## src/rtl/ps2_rx_frame_fifo.sv

```systemverilog
// PS/2 device-to-host receiver: synchroniser, clock glitch filter, frame decoder and show-ahead frame FIFO.
// Define PS2_RX_TIMEOUT_EN to build the stalled-frame timeout (error code 11).
//
// state     | meaning
// ----------+-----------------------------------------------------------
// ST_IDLE   | waiting for a start bit (data=0) on a filtered clock fall
// ST_DATA   | shifting in DATA_BITS data bits, LSB first
// ST_PARITY | checking the parity bit against the received data
// ST_STOP   | checking the stop bit
// ST_PUSH   | one cycle: write {code, data} into the FIFO
module ps2_rx_frame_fifo #(
  parameter int DATA_BITS      = 8,
  parameter int PARITY_MODE    = 1,
  parameter int FIFO_DEPTH     = 4,
  parameter int SYNC_STAGES    = 2,
  parameter int FILTER_LEN     = 4,
  parameter int TIMEOUT_CYCLES = 20000
) (
  input  logic                          CLK,
  input  logic                          RESET,
  input  logic                          CLK_MOUSE_IN,
  input  logic                          DATA_MOUSE_IN,
  input  logic                          READ_ENABLE,
  input  logic                          POP,
  output logic [DATA_BITS-1:0]          BYTE_READ,
  output logic [1:0]                    BYTE_ERROR_CODE,
  output logic                          BYTE_READY,
  output logic [$clog2(FIFO_DEPTH):0]   FIFO_LEVEL,
  output logic                          OVERFLOW,
  output logic                          BUSY
);

  localparam int AW      = $clog2(FIFO_DEPTH);
  localparam int LW      = AW + 1;
  localparam int CW      = $clog2(DATA_BITS + 1);
  localparam int FW      = $clog2(FILTER_LEN + 1);
  localparam int ENTRY_W = DATA_BITS + 2;
  localparam logic PAR_ODD = (PARITY_MODE == 1);

  if (TIMEOUT_CYCLES < 1 || FIFO_DEPTH < 2 || (FIFO_DEPTH & (FIFO_DEPTH - 1)) != 0 ||
      SYNC_STAGES < 2 || FILTER_LEN < 1 || DATA_BITS < 5 || DATA_BITS > 9) begin : g_param_check
    $error("ps2_rx_frame_fifo: illegal parameter value");
  end

  typedef enum logic [2:0] {ST_IDLE, ST_DATA, ST_PARITY, ST_STOP, ST_PUSH} state_t;

  logic [SYNC_STAGES-1:0] clk_sync, dat_sync;
  logic                   clk_s, dat_s;
  logic                   filt_q, filt_d, fall;
  logic [FW-1:0]          filt_cnt;

  // Lines idle high, so the synchronisers reset to 1 to avoid a false edge after reset.
  always_ff @(posedge CLK or negedge RESET) begin
    if (!RESET) begin
      clk_sync <= '1;
      dat_sync <= '1;
    end else begin
      clk_sync <= {clk_sync[SYNC_STAGES-2:0], CLK_MOUSE_IN};
      dat_sync <= {dat_sync[SYNC_STAGES-2:0], DATA_MOUSE_IN};
    end
  end

  assign clk_s = clk_sync[SYNC_STAGES-1];
  assign dat_s = dat_sync[SYNC_STAGES-1];

  always_ff @(posedge CLK or negedge RESET) begin
    if (!RESET) begin
      filt_q   <= 1'b1;
      filt_d   <= 1'b1;
      filt_cnt <= FW'(FILTER_LEN - 1);
    end else begin
      filt_d <= filt_q;
      if (clk_s != filt_q) begin
        if (filt_cnt == '0) begin
          filt_q   <= clk_s;
          filt_cnt <= FW'(FILTER_LEN - 1);
        end else begin
          filt_cnt <= filt_cnt - FW'(1);
        end
      end else begin
        filt_cnt <= FW'(FILTER_LEN - 1);
      end
    end
  end

  assign fall = filt_d & ~filt_q;

  state_t               state_q, state_n;
  logic [DATA_BITS-1:0] shift_q, shift_n;
  logic [CW-1:0]        cnt_q, cnt_n;
  logic [1:0]           code_q, code_n;
  logic                 tmr_tc;

`ifdef PS2_RX_TIMEOUT_EN
  localparam int TW = $clog2(TIMEOUT_CYCLES + 1);
  logic [TW-1:0] tmr_q;

  // Reaches zero TIMEOUT_CYCLES cycles after the last fall.
  always_ff @(posedge CLK or negedge RESET) begin
    if (!RESET)
      tmr_q <= TW'(TIMEOUT_CYCLES - 1);
    else if (fall || state_q == ST_IDLE)
      tmr_q <= TW'(TIMEOUT_CYCLES - 1);
    else if (tmr_q != '0)
      tmr_q <= tmr_q - TW'(1);
  end

  assign tmr_tc = (tmr_q == '0) && !fall &&
                  (state_q == ST_DATA || state_q == ST_PARITY || state_q == ST_STOP);
`else
  assign tmr_tc = 1'b0;
`endif

  always_ff @(posedge CLK or negedge RESET) begin
    if (!RESET) begin
      state_q <= ST_IDLE;
      shift_q <= '0;
      cnt_q   <= '0;
      code_q  <= 2'b00;
    end else begin
      state_q <= state_n;
      shift_q <= shift_n;
      cnt_q   <= cnt_n;
      code_q  <= code_n;
    end
  end

  always_comb begin
    state_n = state_q;
    shift_n = shift_q;
    cnt_n   = cnt_q;
    code_n  = code_q;
    case (state_q)
      ST_IDLE: begin
        if (fall && READ_ENABLE && !dat_s) begin
          state_n = ST_DATA;
          cnt_n   = '0;
          code_n  = 2'b00;
        end
      end
      ST_DATA: begin
        if (tmr_tc) begin
          state_n = ST_PUSH;
          code_n  = 2'b11;
        end else if (fall) begin
          shift_n = {dat_s, shift_q[DATA_BITS-1:1]};
          cnt_n   = cnt_q + CW'(1);
          if (cnt_q == CW'(DATA_BITS - 1))
            state_n = (PARITY_MODE == 0) ? ST_STOP : ST_PARITY;
        end
      end
      ST_PARITY: begin
        if (tmr_tc) begin
          state_n = ST_PUSH;
          code_n  = 2'b11;
        end else if (fall) begin
          if (((^shift_q) ^ dat_s) != PAR_ODD)
            code_n = 2'b01;
          state_n = ST_STOP;
        end
      end
      ST_STOP: begin
        if (tmr_tc) begin
          state_n = ST_PUSH;
          code_n  = 2'b11;
        end else if (fall) begin
          if (!dat_s)
            code_n = 2'b10;
          state_n = ST_PUSH;
        end
      end
      ST_PUSH: state_n = ST_IDLE;
      default: state_n = ST_IDLE;
    endcase
  end

  logic [ENTRY_W-1:0] mem [FIFO_DEPTH];
  logic [ENTRY_W-1:0] wdata, head_q;
  logic [AW-1:0]      wr_ptr, rd_ptr, rd_n;
  logic [LW-1:0]      level_q, level_n;
  logic               push_req, full, do_pop, do_push, head_from_wr, ovf_q;

  assign push_req = (state_q == ST_PUSH);
  assign full     = (level_q == LW'(FIFO_DEPTH));
  assign do_pop   = POP && (level_q != '0);
  assign do_push  = push_req && (!full || do_pop);
  assign wdata    = {code_q, shift_q};
  assign rd_n     = do_pop ? rd_ptr + AW'(1) : rd_ptr;
  // The entry being written becomes the head when nothing else remains after this cycle's pop.
  assign head_from_wr = do_push && ((level_q == '0) || (level_q == LW'(1) && do_pop));

  always_comb begin
    level_n = level_q;
    case ({do_push, do_pop})
      2'b10:   level_n = level_q + LW'(1);
      2'b01:   level_n = level_q - LW'(1);
      default: level_n = level_q;
    endcase
  end

  always_ff @(posedge CLK) begin
    if (do_push)
      mem[wr_ptr] <= wdata;
  end

  // The head is registered so it holds its last value once the FIFO drains.
  always_ff @(posedge CLK or negedge RESET) begin
    if (!RESET) begin
      wr_ptr  <= '0;
      rd_ptr  <= '0;
      level_q <= '0;
      head_q  <= '0;
      ovf_q   <= 1'b0;
    end else begin
      if (do_push)
        wr_ptr <= wr_ptr + AW'(1);
      rd_ptr  <= rd_n;
      level_q <= level_n;
      if (level_n != '0)
        head_q <= head_from_wr ? wdata : mem[rd_n];
      if (push_req && full && !POP)
        ovf_q <= 1'b1;
    end
  end

  assign BYTE_READ       = head_q[DATA_BITS-1:0];
  assign BYTE_ERROR_CODE = head_q[ENTRY_W-1 -: 2];
  assign BYTE_READY      = (level_q != '0);
  assign FIFO_LEVEL      = level_q;
  assign OVERFLOW        = ovf_q;
  assign BUSY            = (state_q != ST_IDLE);

endmodule

```

## config.mk

```make
export PLATFORM = sky130hd
export DESIGN_NAME = ps2_rx_frame_fifo
export DESIGN_NICKNAME = d
export VERILOG_FILES = /design/src/rtl/ps2_rx_frame_fifo.sv
export SDC_FILE = /design/constraint.sdc
export NUM_CORES = 1
export LEC_CHECK = 0
export CAP_MARGIN = 20
export CORE_AREA = 2 2 122 148
export DETAILED_ROUTE_END_ITERATION = 10
export DIE_AREA = 0 0 124 150
export GPL_TIMING_DRIVEN = 0
export SLEW_MARGIN = 30
export SYNTH_ARGS = -nofsm -noshare
export SYNTH_HDL_FRONTEND = slang
export SYNTH_SLANG_ARGS = --single-unit
```

## constraint.sdc

```tcl
create_clock -name CLK -period 5.91 [get_ports CLK]
set_input_delay 1.182 -clock CLK [delete_from_list [all_inputs] [get_ports CLK]]
set_output_delay 1.182 -clock CLK [all_outputs]
set_load 0.02 [all_outputs]
```

==> impl_metrics.env, run 1 <==
export IMPL_root_buffer="clkbuf_16"
export IMPL_fin_ws_ns=1.34
export IMPL_rsz0062_at_grt="no"
export IMPL_avgSynthCellArea_um2=11.4
export IMPL_hold_class="flip-flop to flip-flop"
export IMPL_r2r_end="head_q[6]"
export IMPL_finalNetCount=422
export IMPL_r2r_cells=11
export IMPL_critPathKind="input port to flip-flop"
export IMPL_worst_pin_slew_ns=0.692
export IMPL_antenna_left=0
export IMPL_async_flop_share=0.524
export IMPL_sw_frac_of_total=0.375
export IMPL_seqPwrFrac=0.356
export IMPL_syn_area_um2=4230
export IMPL_yosys_top_cells_area="edfxtp_1 28%, dfrtp_1 21%, mux2_2 5.6%"
export IMPL_cts_tree="done"
export IMPL_ioPinCount=22
export IMPL_max_freq_mhz=219
export IMPL_clk_pin_slew_ns=0.06
export IMPL_fin_tns_setup_ns=0
export IMPL_p_per_area_nw_per_um2=511
export IMPL_timing_rr_start="state_q[1]"
export IMPL_grt_total_usage=0.114
export IMPL_io_buffers=21
export IMPL_dr_pass1_iters=6
export IMPL_post_cts_buffers=0
export IMPL_synth_ff_type="edfxtp_1"
export IMPL_routed_wl_um=9840
export IMPL_routedWlPerCell_um=15.7
export IMPL_die_height_um=150
export IMPL_cp_arrival_ns=4.79
export IMPL_worst_setup_path_start_kind="input port"
export IMPL_postSynthCellCount=371
export IMPL_cts_buffers=9
export IMPL_worstPathRequired_ns=6.13
export IMPL_hpwl_um=6970
export IMPL_whs_path_depth=0
export IMPL_numClockSinks=84
export IMPL_coreArea_um2=17200
export IMPL_dr_first_iter_drc_count=213
export IMPL_yosysSeqAreaShare=0.547
export IMPL_clkPwrFrac=0.203
export IMPL_synth_seq_cells=84
export IMPL_grt_pass1_wl_um=16200
export IMPL_rows=53
export IMPL_dr_total_vias=3041
export IMPL_grt_ovfl_total=0
export IMPL_die_area_um2=18600
export IMPL_setup_violations=0
export IMPL_grt_max_degree=45
export IMPL_yosysUniqueCellTypes=49
export IMPL_drc=0
export IMPL_yosysTopAreaCellShare=0.284
export IMPL_drive_gt1_frac=0.132
export IMPL_ir_drop_mv=0.130
export IMPL_gp_congestion=0.890
export IMPL_first_global_vias=3126
export IMPL_cp_max_fo=10
export IMPL_synth_nets=390
export IMPL_clk_path_buf_depth=2
export IMPL_worst_setup_path_end_kind="flip-flop"
export IMPL_synth_top_area_cell="edfxtp_1"
export IMPL_min_to="dat_sync[1]"
export IMPL_synth_most_common_cell="edfxtp_1"
export IMPL_synth_edff_count=40
export IMPL_combPwrFrac=0.441
export IMPL_maxCapViolations=0
export IMPL_fin_worst_skew_ns=0.00858
export IMPL_whs_ns=0.354
export IMPL_internal_power_mw=1.60
export IMPL_period_share=0.773
export IMPL_hp_start="dat_sync[0]"
export IMPL_vias_per_cell=4.84
export IMPL_p_leak_nw=1.81
export IMPL_cts_resized_gates=0
export IMPL_postCtsHoldBufs=0
export IMPL_antennaDiodeCount=0
export IMPL_maxSlewViolCount=0
export IMPL_post_place_ws_ns=0.976
export IMPL_antenna_found_initial=0
export IMPL_reg2reg_slack_ns=2.23
export IMPL_ys_top_cells_by_count="40 x edfxtp_1, 36 x dfrtp_1, 35 x o21ai_0"
export IMPL_die_x_um=124
export IMPL_period_needed_ns=4.57
export IMPL_initial_core_util=0.245
export IMPL_status="completed"
export IMPL_ys_warnings_count=0
export IMPL_htree_levels=3
export IMPL_insertion_delay_ns=0.34
export IMPL_hold_violations=0
export IMPL_area_growth_synth_to_final_pct=18.1
export IMPL_p_switching_mw=0.957
export IMPL_slew_headroom=0.536
## per-layer routing
metal	share of wire	vias to the layer above	global-route usage
li1	-	1428	-
met3	0.067	17	0.0313
met4	0.016	0	0.0556
met2	0.50	121	0.188
met5	0	-	0
met1	0.41	1475	0.136
## how the worst max path moves through the flow
stage / from / endpoint / slack (ns) / cells after the start
after floorplan: POP / head_q[0] / 2.18 / 11
after global placement: POP / head_q[7] / 0.95 / 10
after detailed placement: POP / head_q[6] / 0.98 / 12
after CTS: POP / head_q[6] / 1.34 / 12
after global routing: POP / head_q[5] / 1.13 / 12
final: POP / head_q[6] / 1.34 / 12
## registers in the layout, indices dropped and copies added (netlist names)
name / cells
FIFO_LEVEL: 3
OVERFLOW: 1
clk_sync: 2
cnt_q: 4
code_q: 2
dat_sync: 2
filt_cnt: 3
filt_d: 1
filt_q: 1
head_q: 10
mem: 40
rd_ptr: 2
shift_q: 8
state_q: 3
wr_ptr: 2
## cells by family (layout without fill, tap and decap cells)
kind of cell,count (synthesis),in the layout,synth area share
xor gates and xnor gates,12,12,0.0281
DFF,84,84,0.547
buffers and inverters,42,79,0.0405
adders and majority gates,13,13,0.0385
muxes,33,33,0.0855
and+or+nand+nor,96,96,0.119
AOI/OAI and AO/OA,91,91,0.141
## power groups by stage
stage / registers, mW / logic, mW / clock network (mW)
global route: 0.933 / 1.23 / 0.569
floorplan: 0.937 / 0.746 / 0
detailed placement: 0.923 / 1.12 / 0
finish: 0.908 / 1.13 / 0.519
CTS: 0.911 / 1.13 / 0.537
global placement: 0.910 / 1.10 / 0
## area by class of cell
| cell class | instances | area (um2) |
|---|---|---|
| sequential | 84 | 2310 |
| buffer | 27 | 115 |
| tap | 220 | 275 |
| clock inverter | 3 | 12.5 |
| inverter | 15 | 56.3 |
| clock buffer | 13 | 260 |
| multi-input combinational | 245 | 1750 |
| fill | 1770 | 12200 |
| timing repair buffer | 21 | 208 |
## critical path, cell delays in order
cell and delay [ns]:
clkdlybuf4s50_1 0.56, inv_1 0.12, clkbuf_1 0.27, a31oi_1 0.65, inv_1 0.10, ha_1 0.30, buf_4 0.14, nor2_2 0.05
mux2_4 0.25, a222oi_1 0.55, o31ai_4 0.28, mux2_2 0.33
## stage by stage
step                power [mW]  cell area (um2)  instances   util
floorplan                 1.68             4230        371      -
global placement          2.01             4710        612  0.273
detailed placement        2.05             4720        612  0.274
CTS                       2.58             4990        628  0.290
global route              2.73             4990        628  0.290
finish                    2.55             4990        628  0.290
## placed cells by master, fill, tap and decap left out, drive strengths merged, types with 5 or more instances in the layout
cell type and n:
nand2 22, inv 15, a31oi 13, dfstp 8, buf 8, o31ai 10, edfxtp 40, mux2 22
nor2 31, nand3b 9, a21boi 9, nor3 5, nand4b 9, clkdlybuf4s50 20, mux2i 11, dfrtp 36
nor2b 6, clkbuf 33, xnor2 10, o21ai 35, a32oi 9, ha 13
No activity file was read; power rests on OpenSTA's default activity.
==> run 2, diff against run 1 <==
- clock period: 5.91 -> 3.9 ns (I/O delays scaled with it)
==> run 2 against run 1 <==
Against the previous run:
- clock skew is essentially flat
- critical path type unchanged
- power grew 53%
- final cell count grew 0.48%
- setup slack lost 1.2 ns
- routed wire length grew 3.4%
- critical path depth grew 1
- count of clock-buffer cells in the layout is the same
- core utilization grew 0.25 points
==> impl_metrics.env, run 2 (synthesis results as in run 1) <==
export IMPL_regArea_um2=2310
export IMPL_cp_max_fo=10
export IMPL_postCtsHoldBufs=0
export IMPL_whs_ns=0.354
export IMPL_root_buffer="clkbuf_16"
export IMPL_grt_max_degree=45
export IMPL_vias_per_cell=4.86
export IMPL_cp_arrival_ns=4.00
export IMPL_routedWlPerCell_um=16.1
export IMPL_dr_first_iter_drc_count=217
export IMPL_antenna_found_initial=0
export IMPL_routed_wl_um=10200
export IMPL_rows=53
export IMPL_final_common_cell="edfxtp_1"
export IMPL_final_cell_mix="40 x edfxtp_1, 36 x dfrtp_1, 35 x o21ai_0"
export IMPL_max_freq_mhz=265
export IMPL_r2r_end="head_q[9]"
export IMPL_reg_top3="mem x40, head_q x10, shift_q x8"
export IMPL_r2r_cells=13
export IMPL_area_growth_synth_to_final_pct=19.1
export IMPL_antennaDiodeCount=0
export IMPL_route_met3_wl_um=652
export IMPL_critPathKind="input port to flip-flop"
export IMPL_drt_met1_wl_um=4210
export IMPL_p_leak_nw=1.83
export IMPL_status="completed"
export IMPL_cp_top_family="buffers and inverters"
export IMPL_nFillCells=1768
export IMPL_coreArea_um2=17200
export IMPL_hold_class="flip-flop to flip-flop"
export IMPL_antenna_left=0
export IMPL_ir_drop_mv=0.197
export IMPL_worst_pin_slew_ns=0.646
export IMPL_cp_cell_sequence="clkdlybuf4s50_1 -> inv_1 -> clkbuf_2 -> a31oi_4 -> inv_1 -> ha_1 -> buf_4 -> nor2_2 -> mux2_4 -> a222oi_1 -> buf_4 -> o31ai_2 -> mux2_2"
export IMPL_period_needed_ns=3.77
export IMPL_initial_core_util=0.245
export IMPL_period_share=0.967
export IMPL_fin_worst_skew_ns=0.00884
export IMPL_io_buffers=21
export IMPL_htree_levels=3
export IMPL_fin_tns_setup_ns=0
export IMPL_ioPinCount=22
export IMPL_worst_setup_path_start_kind="input port"
export IMPL_hpwl_um=6970
export IMPL_worstPathRequired_ns=4.13
export IMPL_slew_headroom=0.566
export IMPL_crit_cells=13
export IMPL_min_to="dat_sync[1]"
export IMPL_die_height_um=150
export IMPL_multiInputGateArea_um2=1780
export IMPL_p_per_area_nw_per_um2=777
export IMPL_clk_path_buf_depth=2
export IMPL_wl_met2_um=5120
export IMPL_grt_ovfl_total=0
export IMPL_hp_start="dat_sync[0]"
export IMPL_setup_violations=0
export IMPL_clk_pin_slew_ns=0.06
export IMPL_cts_buffers=9
export IMPL_cts_tree="done"
export IMPL_highest_layer="met4"
export IMPL_hold_violations=0
export IMPL_grt_total_usage=0.114
export IMPL_maxCapViolations=0
export IMPL_gp_congestion=0.890
export IMPL_drive_gt1_frac=0.144
export IMPL_die_area_um2=18600
export IMPL_slowest_delay_ns=0.58
export IMPL_rsz0062_at_grt="no"
export IMPL_numClockSinks=84
export IMPL_worst_setup_path_end_kind="flip-flop"
export IMPL_grt_pass1_wl_um=16200
export IMPL_largest_register_ff_count=40
export IMPL_die_x_um=124
export IMPL_cp_num_buf_inv=6
export IMPL_reg2reg_slack_ns=0.38
export IMPL_crit_slowest_cell="a222oi_1"
export IMPL_max_flop_register="mem"
export IMPL_dr_pass1_iters=5
export IMPL_finalNetCount=425
export IMPL_insertion_delay_ns=0.34
export IMPL_whs_path_depth=0
export IMPL_timing_rr_start="FIFO_LEVEL[0]"
export IMPL_maxSlewViolCount=0
export IMPL_first_global_vias=3126
export IMPL_drc=0
export IMPL_dr_total_vias=3069
==> run 2: layer usage <==
layer	vias up	GRT usage
met1	1495	0.136
met4	0	0.0556
met2	115	0.188
met3	19	0.0313
li1	1440	-
met5	-	0
==> run 2: how the worst max path moves through the flow <==
| stage | startpoint | to | slack, ns |
|---|---|---|---|
| global placement | POP | head_q[7] | -0.66 |
| detailed placement | POP | head_q[6] | -0.63 |
| global route | POP | head_q[9] | 0.001 |
| floorplan | POP | head_q[0] | 0.57 |
| CTS | POP | head_q[6] | 0.04 |
| finish | POP | head_q[9] | 0.13 |
==> run 2: power by group <==
group | internal, mW | switching (mW)
sequential | 1.19 | 0.188
combinational | 0.783 | 0.966
clock | 0.461 | 0.327
total | 2.43 | 1.48
==> run 2: per-stage QoR <==
stage / instance area, um2 / instances / setup WS, ns / util / power [mW]
after floorplan: 4230 / 371 / 0.572 / - / 2.55
after global placement: 4710 / 612 / -0.657 / 0.273 / 3.05
after detailed placement: 4720 / 612 / -0.632 / 0.274 / 3.10
after CTS: 5010 / 628 / 0.0442 / 0.290 / 3.91
after global routing: 5040 / 631 / 0.00116 / 0.292 / 4.18
final: 5040 / 631 / 0.128 / 0.292 / 3.91
==> run 2: repair_timing <==
item / CTS / global route
resized for setup: 2 / 2
pin swaps: 0 / 2
setup buffers: 0 / 2
cloned: 0 / 1
endpoints found under the setup margin: 10 / 10
==> run 2: final cells by class <==
class,count,share of cell area
multi-input combinational,246,0.354
sequential,84,0.459
clock buffer,13,0.0517
inverter,15,0.0112
timing repair buffer,23,0.0442
buffer,27,0.0231
clock inverter,3,0.00248
tap,220,0.0547
